===== src/rtl/mux_n_to_1_scan_if.sv =====
// Bus bundle for the registered N-to-1 scanning selector: control, channel data,
// and the registered outputs. Clock and reset stay outside as plain ports.
interface mux_n_to_1_scan_if #(
  parameter int N     = 8,
  parameter int WIDTH = 1,
  parameter int SEL_W = 3
);
  logic                 S_n;
  logic                 MODE;
  logic                 LD;
  logic [SEL_W-1:0]     A;
  logic                 STEP;
  logic [N*WIDTH-1:0]   D;
  logic [WIDTH-1:0]     Q;
  logic [WIDTH-1:0]     Q_n;
  logic [SEL_W-1:0]     CH;
  logic                 WRAP;

  modport master (
    output S_n, MODE, LD, A, STEP, D,
    input  Q, Q_n, CH, WRAP
  );

  modport slave (
    input  S_n, MODE, LD, A, STEP, D,
    output Q, Q_n, CH, WRAP
  );
endinterface


===== src/rtl/mux_n_to_1_scan.sv =====
// Registered N-to-1 data selector with a latched channel address that is either
// loaded directly from A or stepped 0..N-1 by an internal scan counter.
module mux_n_to_1_scan #(
  parameter int N     = 8,
  parameter int WIDTH = 1,
  parameter int SEL_W = 3
) (
  input  logic              CLK,
  input  logic              CLR_n,
  mux_n_to_1_scan_if.slave  bus
);

  // N may equal 2**SEL_W, so it needs one extra bit to be representable.
  localparam logic [SEL_W:0] N_EXT = (SEL_W+1)'(N);

  logic [SEL_W-1:0] sel_q, sel_d;
  logic [WIDTH-1:0] q_q, q_d;
  logic             wrap_q, wrap_d;
  logic             step_en;
  logic             at_last;

  // NOTE: every always_comb output gets a default first so no path can infer a latch.
  always_comb begin
    step_en = bus.MODE && bus.STEP && !bus.S_n;
    // Covers both sel==N-1 and any out-of-range code left behind by a load.
    at_last = ({1'b0, sel_q} + (SEL_W+1)'(1)) >= N_EXT;
    sel_d   = sel_q;
    wrap_d  = 1'b0;
    if (bus.LD) begin
      sel_d = bus.A;
    end else if (step_en) begin
      if (at_last) begin
        sel_d  = '0;
        wrap_d = 1'b1;
      end else begin
        sel_d = sel_q + SEL_W'(1);
      end
    end
  end

  // Unmatched (out-of-range) addresses fall through to the zero default.
  always_comb begin
    q_d = '0;
    if (!bus.S_n) begin
      for (int i = 0; i < N; i++) begin
        if (sel_q == SEL_W'(i)) q_d = bus.D[i*WIDTH +: WIDTH];
      end
    end
  end

  // NOTE: state registers use non-blocking assignments so all flops sample pre-edge values.
  always_ff @(posedge CLK or negedge CLR_n) begin
    if (!CLR_n) begin
      sel_q  <= '0;
      q_q    <= '0;
      wrap_q <= 1'b0;
    end else begin
      sel_q  <= sel_d;
      q_q    <= q_d;
      wrap_q <= wrap_d;
    end
  end

  assign bus.Q    = q_q;
  assign bus.Q_n  = ~q_q;
  assign bus.CH   = sel_q;
  assign bus.WRAP = wrap_q;

endmodule


===== src/flat_wrapper.sv =====
// flat-port wrapper written by rule: the top's interface ports become plain ports
module mux_n_to_1_scan_flat 
#(
  parameter int N     = 8,
  parameter int WIDTH = 1,
  parameter int SEL_W = 3
)
  (CLK, CLR_n, bus_S_n, bus_MODE, bus_LD, bus_A, bus_STEP, bus_D, bus_Q, bus_Q_n, bus_CH, bus_WRAP);
  mux_n_to_1_scan_if #(.N(N), .WIDTH(WIDTH), .SEL_W(SEL_W)) bus_i ();
  input  logic CLK;
  input  logic CLR_n;
  input wire logic [$bits(bus_i.S_n)-1:0] bus_S_n;
  input wire logic [$bits(bus_i.MODE)-1:0] bus_MODE;
  input wire logic [$bits(bus_i.LD)-1:0] bus_LD;
  input wire logic [$bits(bus_i.A)-1:0] bus_A;
  input wire logic [$bits(bus_i.STEP)-1:0] bus_STEP;
  input wire logic [$bits(bus_i.D)-1:0] bus_D;
  output wire logic [$bits(bus_i.Q)-1:0] bus_Q;
  output wire logic [$bits(bus_i.Q_n)-1:0] bus_Q_n;
  output wire logic [$bits(bus_i.CH)-1:0] bus_CH;
  output wire logic [$bits(bus_i.WRAP)-1:0] bus_WRAP;
  assign bus_i.S_n = bus_S_n;
  assign bus_i.MODE = bus_MODE;
  assign bus_i.LD = bus_LD;
  assign bus_i.A = bus_A;
  assign bus_i.STEP = bus_STEP;
  assign bus_i.D = bus_D;
  assign bus_Q = bus_i.Q;
  assign bus_Q_n = bus_i.Q_n;
  assign bus_CH = bus_i.CH;
  assign bus_WRAP = bus_i.WRAP;
  mux_n_to_1_scan #(.N(N), .WIDTH(WIDTH), .SEL_W(SEL_W)) u_core (.CLK(CLK), .CLR_n(CLR_n), .bus(bus_i));
endmodule

===== config.mk =====
export PLATFORM = sky130hd
export DESIGN_NAME = mux_n_to_1_scan_flat
export DESIGN_NICKNAME = d
export VERILOG_FILES = /design/src/rtl/mux_n_to_1_scan_if.sv /design/src/rtl/mux_n_to_1_scan.sv /design/src/flat_wrapper.sv
export SDC_FILE = /design/constraint.sdc
export NUM_CORES = 1
export LEC_CHECK = 0
export ABC_AREA = 1
export CELL_PAD_IN_SITES_DETAIL_PLACEMENT = 1
export CELL_PAD_IN_SITES_GLOBAL_PLACEMENT = 2
export CORE_MARGIN = 3
export CORE_UTILIZATION = 21
export DETAILED_ROUTE_END_ITERATION = 12
export PLACE_DENSITY_LB_ADDON = 0.1
export SLEW_MARGIN = 10
export SYNTH_ARGS = -nofsm -noshare
export SYNTH_HDL_FRONTEND = slang
export SYNTH_SLANG_ARGS = --single-unit

===== constraint.sdc =====
create_clock -name CLK -period 2.35 [get_ports CLK]
set_input_delay 0.47 -clock CLK [delete_from_list [all_inputs] [get_ports CLK]]
set_output_delay 0.47 -clock CLK [all_outputs]
set_load 0.1 [all_outputs]

After elaboration in Yosys (flattened, before gate mapping). Index checks and enable logic that the tools add are counted.

Register bits: 5. Input bits: 17. Output and inout port bits: 6. Word-level logic and storage cells: 34.

$add $sub $neg: 2. Magnitude comparators: 1. Equal/unequal tests: 7. Multiplexer cells: 15. Bitwise logic cells: 1. Reductions and logical operators: 5.

Operators by type and width (number): equality test 3 bit (second input constant) (4); two-way mux 1 bit (12); two-way mux 3 bit (3); equality test 3 x 2 -> 1 bit (second input constant) (2); adder 3 x 1 -> 4 bit (second input constant) (1); >= comparator 4 bit (second input constant) (1); adder 3 x 1 -> 3 bit (second input constant) (1); equality test 3 x 1 -> 1 bit (second input constant) (1); logical NOT 3 bit (1); logical AND 1 bit (2); nonzero test 2 bit (1); logical NOT 1 bit (1); NOT 1 bit (1).

Logic depth before layout (Yosys ltp). Gate-level depths: netlist (run 1).

Word-level depth: 10. Gate-level depth with buffers: 11.

Worst setup path before layout (run 1). Ideal clock, no wire load.

Kind: reg2out. Start: register u_core.q_q, in the netlist u_core.bus.Q. End: output bus_Q_n. Data arrival time: 1.562 ns. Path slack: 0.318 ns. Cell stages (with the launch flop): 2. Cells stage by stage: dfrtp_1 inv_1.

Longest elaborated chain between the ends: 1.

RTL lines: from (decl) (line mux_n_to_1_scan.sv:17) `logic [WIDTH-1:0] q_q, q_d;`; from (signal assigned) (line mux_n_to_1_scan.sv:59) `q_q <= q_d;`; NOT 1 bit (line mux_n_to_1_scan.sv:65) `assign bus.Q_n = ~q_q;`; to (decl) (line flat_wrapper.sv:19) `output wire logic [$bits(bus_i.Q_n)-1:0] bus_Q_n;`.

Every way passes these cells.

Worst setup path after layout (run 1).
Start: register u_core.sel_q[0], in the netlist u_core.bus.CH[0]. End: output bus_CH[0].

RTL lines: from (decl) (line mux_n_to_1_scan.sv:16) `logic [SEL_W-1:0] sel_q, sel_d;`; from (signal assigned) (line mux_n_to_1_scan.sv:58) `sel_q <= sel_d;`; to (decl) (line flat_wrapper.sv:20) `output wire logic [$bits(bus_i.CH)-1:0] bus_CH;`.

No word-level cell between the ends.

==> flow_summary.json, run 1 <==
{
  "cts.repair.resized": 0,
  "post-synth-top-count-cell": "nand2_1",
  "synthesis.nets": 78,
  "crit_family": "flip-flops",
  "cpMaxStageDelayCell": "dfrtp_1",
  "async_flop_share": 1.00,
  "clkLatencyLatePin_ps": 240,
  "power_density_nw_per_um2": 717,
  "numCtsBuffers": 3,
  "finalSetupViolations": 0,
  "antenna_found_initial": 0,
  "rsz0062_at_grt": "false",
  "clk_pin_slew_ps": 40,
  "die_x_um": 51.6,
  "core_area_um2": 1840,
  "fin_ws_ps": 840,
  "worstPathCellList": "buf_4",
  "finalPower_uw": 498,
  "grt_use_total": 0.101,
  "synth_edf_count": 0,
  "synthTopCellsByArea": "dfrtp_1 (29%), ha_1 (17%), nand2_1 (14%)",
  "finClkSkew_ps": 1.89,
  "yosysTopAreaCell": "dfrtp_1",
  "slew_viol_final": 0,
  "yosys-top-cells-count": "nand2_1 (16), ha_1 (6), inv_1 (6), dfrtp_1 (5), nor2_1 (3)",
  "cap_violations": 0,
  "dr.pass1.iters": 2,
  "yosysWarningCount": 0,
  "crit_type": "reg2out",
  "leakagePower_nw": 0.329,
  "io_pins": 23,
  "critPathMaxFanout": 7,
  "nFillCells": 250,
  "period_share": 0.643,
  "max_stage_delay_ps": 460,
  "path_buf_inv": 1,
  "final_antenna_net_count": 0,
  "final_nets": 104,
  "drt_wl_total_um": 1160,
  "gp_congestion": 0.653,
  "final_area_um2": 694,
  "status": "completed",
  "synth-seq-cells": 5,
  "syn_avg_cell_area_um2": 7.94,
  "grt_max_degree": 9,
  "die-area_um2": 2660,
  "syn_to_final_growth_pct": 59.0,
  "critPathRequiredTime_ps": 1880,
  "wl_per_cell_um": 11.0,
  "post_cts_buffers": 0,
  "start_kind": "register",
  "drive_gt1_frac": 0.188,
  "use_met2": 0.165,
  "die_h_um": 51.6,
  "grt_use_met3": 0.0487,
  "via_count": 450,
  "io_buffers": 22,
  "synth-seq-area-share": 0.287,
  "initial_utilization": 0.237,
  "placed_cell_area_um2": 668,
  "row_count": 15,
  "drt_iter0_markers": 3,
  "worstPathArrival_ps": 1040,
  "clock_path_buffers": 2,
  "fmax_ghz": 0.662,
  "ctsHoldBuffers": 0,
  "cts_num_sinks": 5,
  "synthCells": 55,
  "viasPerCell": 4.29,
  "grt_pass1_vias": 447,
  "antennaDiodeCount": 0,
  "ir_worst_vdd_mv": 0.283,
  "ys_types": 21,
  "dp_hpwl_um": 986,
  "top_usage_layer": "met2",
  "hold_viol_final": 0,
  "grt_pass1_wl_um": 1930,
  "synth_area_um2": 437,
  "max_slew_margin": 0.773,
  "end_kind": "output pin",
  "route.detailed.drc": 0,
  "min_path_type": "in2async",
  "fin_crit_ps": 1510,
  "use_met1": 0.112,
  "cts_max_level": 1,
  "synthFlopType": "dfrtp_1",
  "overflow": 0,
  "dp_slack_ps": 719,
  "cts_root_buffer": "clkbuf_4",
  "yosysTopAreaCellShare": 0.287,
  "final.setup.tns_ps": 0,
  "cts_tree": "yes",
  "tightest_slew_ps": 339
}
-- layer usage --
layer,vias up,routed length [um]
met5,-,0
met1,202,525
met3,2,87
li1,231,-
met2,15,526
met4,0,17
-- flip-flops by register name (all words and copies together) (netlist names) --
register,flops
u_core.bus.CH,3
u_core.bus.Q,1
u_core.bus.WRAP,1
-- cell type report --
class	count	area [um^2]	area share
Clock buffer	4	26.3	0.0378
Timing Repair Buffer	22	205	0.295
Sequential cell	5	125	0.180
Multi-Input combinational cell	41	263	0.378
Inverter	8	43.8	0.0631
Tap cell	25	31.3	0.0450
-- cells in the final DEF, fill, tap and decap left out, drive strengths merged, types with 2 or more instances in the layout --
cell | synthesis | final
buf | 1 | 6
nand2 | 16 | 16
dfrtp | 5 | 5
o21ai | 3 | 3
clkbuf | 0 | 4
a21oi | 3 | 3
inv | 7 | 7
ha | 6 | 6
o21bai | 2 | 2
nand3 | 2 | 2
nor2 | 4 | 4
clkdlybuf4s50 | 0 | 16
-- report_power, final --
part	leakage (nW)	internal [mW]	switching [mW]	total, mW
Clock	0.0150	0.0639	0.0311	0.0950
Sequential	0.0634	0.0991	0.0176	0.117
Combinational	0.251	0.0925	0.194	0.286
Total	0.329	0.255	0.242	0.498
-- worst paths after layout --
kind / start / depth (start not counted) / slack, ps / to
worst max-delay path: u_core.bus.CH[0]$_DFFE_PN0P_ / 1 / 840 / bus_CH[0]
worst min-delay path: CLR_n / 1 / 460 / u_core.bus.CH[1]$_DFFE_PN0P_
worst max register to register: u_core.bus.CH[0]$_DFFE_PN0P_ / 6 / 900 / u_core.bus.Q$_DFF_PN0_
worst min register to register: u_core.bus.CH[2]$_DFFE_PN0P_ / 2 / 630 / u_core.bus.CH[2]$_DFFE_PN0P_
max in group asynchronous: CLR_n / 1 / 1690 / u_core.bus.Q$_DFF_PN0_
min in group CLK: u_core.bus.CH[2]$_DFFE_PN0P_ / 2 / 630 / u_core.bus.CH[2]$_DFFE_PN0P_
-- stage by stage --
step	instances	hold slack (ps)	utilization
after floorplan	55	174	-
after global placement	101	607	0.363
after detailed placement	101	630	0.363
after CTS	105	465	0.378
after global routing	105	461	0.378
final	105	464	0.378
-- logic make-up after synthesis --
family,count (synthesis),share of synthesized area
buf+inv,9,0.112
flops,5,0.287
compound gates,11,0.181
simple gates,24,0.249
fa+ha+maj,6,0.172
Power figures use the tool's default switching activity.
==> run 2, diff against run 1 <==
CORE_UTILIZATION = 19   (was 21)
clock period = 1.4 ns   (was 2.35 ns; I/O delays follow)
==> flow_summary.json, run 2 (same netlist as run 1, synthesis figures left out) <==
{
  "status": "completed",
  "min_path_type": "in2async",
  "worstPathArrival_ps": 1560,
  "path_buf_inv": 0,
  "grt_pass1_vias": 468,
  "finalPower_mw": 1.01,
  "cap_violations": 0,
  "leakagePower_nw": 0.369,
  "hold_viol_final": 0,
  "worst-path-stages": 6,
  "antenna_found_initial": 0,
  "start_kind": "register",
  "reg2reg_depth": 6,
  "grt_use_total": 0.0988,
  "critPathMaxFanout": 4,
  "row_count": 16,
  "dp_hpwl_um": 1060,
  "syn_to_final_growth_pct": 98.3,
  "whs_ps": 271,
  "overflow": 0,
  "final_nets": 109,
  "gp_congestion": 0.670,
  "tightest_slew_ps": 367,
  "period_share": 0.996,
  "grt_pass1_wl_um": 2080,
  "nFillCells": 244,
  "finClkSkew_ps": 1.91,
  "largest_reg_flops": 3,
  "crit_family": "flip-flops",
  "io_buffers": 22,
  "fmax_ghz": 0.717,
  "drt_wl_total_um": 1200,
  "via_count": 456,
  "placed_cell_area_um2": 820,
  "power_density_nw_per_um2": 1160,
  "grt_max_degree": 9,
  "cpMaxStageDelayCell": "dfrtp_4",
  "cts_max_level": 1,
  "slew_viol_final": 0,
  "clkLatencyLatePin_ps": 240,
  "max_stage_delay_ps": 520,
  "wl_per_cell_um": 10.7,
  "antennaDiodeCount": 0,
  "die_h_um": 53.9,
  "die_x_um": 53.9,
  "die-area_um2": 2910,
  "rsz0062_at_grt": "true",
  "numCtsBuffers": 3,
  "clock_path_buffers": 2,
  "r2r_slack_ps": 5,
  "dr.pass1.iters": 2,
  "clk_pin_slew_ps": 40,
  "cp_common_cell": "ha_4",
  "final_cell_mix": "nand2_1 (16), clkdlybuf4s50_1 (16), buf_12 (6), buf_4 (5), dfrtp_4 (4)",
  "finalSetupViolations": 0,
  "drive_gt1_frac": 0.353,
  "initial_utilization": 0.212,
  "cts_tree": "yes",
  "worstPathCellList": "ha_4 > ha_4 > o21bai_1 > a31oi_1 > nand2_1 > a21oi_2",
  "final_area_um2": 866,
  "viasPerCell": 4.07,
  "cts_num_sinks": 5,
  "final_antenna_net_count": 0,
  "crit_type": "reg2reg",
  "cts_root_buffer": "clkbuf_4",
  "fin_crit_ps": 1390,
  "io_pins": 23,
  "ir_worst_vdd_mv": 0.575,
  "multi_input_area_um2": 300,
  "route.detailed.drc": 0,
  "ff_latch_area_um2": 140,
  "core_area_um2": 2060,
  "max_slew_margin": 0.754,
  "drt_iter0_markers": 5,
  "end_kind": "register",
  "critPathRequiredTime_ps": 1570
}
## run 2: changes by cell type in the layout (fill, tap and decap cells not counted), moves of 2 or more
cell / before / now
ha_1: 6 / 3
dfrtp_1: 5 / 1
inv_1: 6 / 3
buf_12: 0 / 6
inv_2: 1 / 3
dfrtp_4: 0 / 4
ha_4: 0 / 3
## run 2: power breakdown
part / switching, mW / internal, mW
clock: 0.0587 / 0.108
sequential: 0.0333 / 0.180
combinational: 0.360 / 0.267
## run 2: through the flow
stage | TNS [ps] | std cells | util | setup slack [ps]
after floorplan | -164 | 55 | - | -112
after global placement | -30.8 | 107 | 0.397 | -28.8
after detailed placement | -49.1 | 107 | 0.397 | -17.7
after CTS | -0.854 | 112 | 0.415 | -0.854
after global routing | -75.0 | 112 | 0.420 | -73.7
final | 0 | 112 | 0.420 | 5.26
## run 2: routing by layer
metal  part of all wire  up-vias  GRT usage  wire, um
li1                   -      238          -         -
met1               0.46      200      0.130       554
met2               0.45       18      0.159       547
met3              0.084        0     0.0332       101
met4                  0        0     0.0128         0
met5                  0        -          0         0
## run 2: what timing repair did
action | CTS | global route
pin swaps | 1 | 0
endpoints found under the setup margin | 1 | 1
hold buffers | 0 | 0
gates resized for setup | 2 | 2
buffers inserted | 1 | 0
## run 2: cell type report
type                    count  share of cell area
clock buffers               4              0.0303
repair buffers             27               0.367
inverters                   8              0.0549
multi-input cells          41               0.347
flip-flops and latches      5               0.162
well taps                  27              0.0390
## run 2: worst paths after layout
check	startpoint	endpoint
min reg2reg	u_core.bus.CH[2]$_DFFE_PN0P_	u_core.bus.CH[2]$_DFFE_PN0P_
min	CLR_n	u_core.bus.WRAP$_DFF_PN0_
max in group asynchronous	CLR_n	u_core.bus.CH[1]$_DFFE_PN0P_
max reg2reg	u_core.bus.CH[0]$_DFFE_PN0P_	u_core.bus.Q$_DFF_PN0_
min in group CLK	bus_STEP	u_core.bus.WRAP$_DFF_PN0_
max	u_core.bus.CH[0]$_DFFE_PN0P_	u_core.bus.Q$_DFF_PN0_
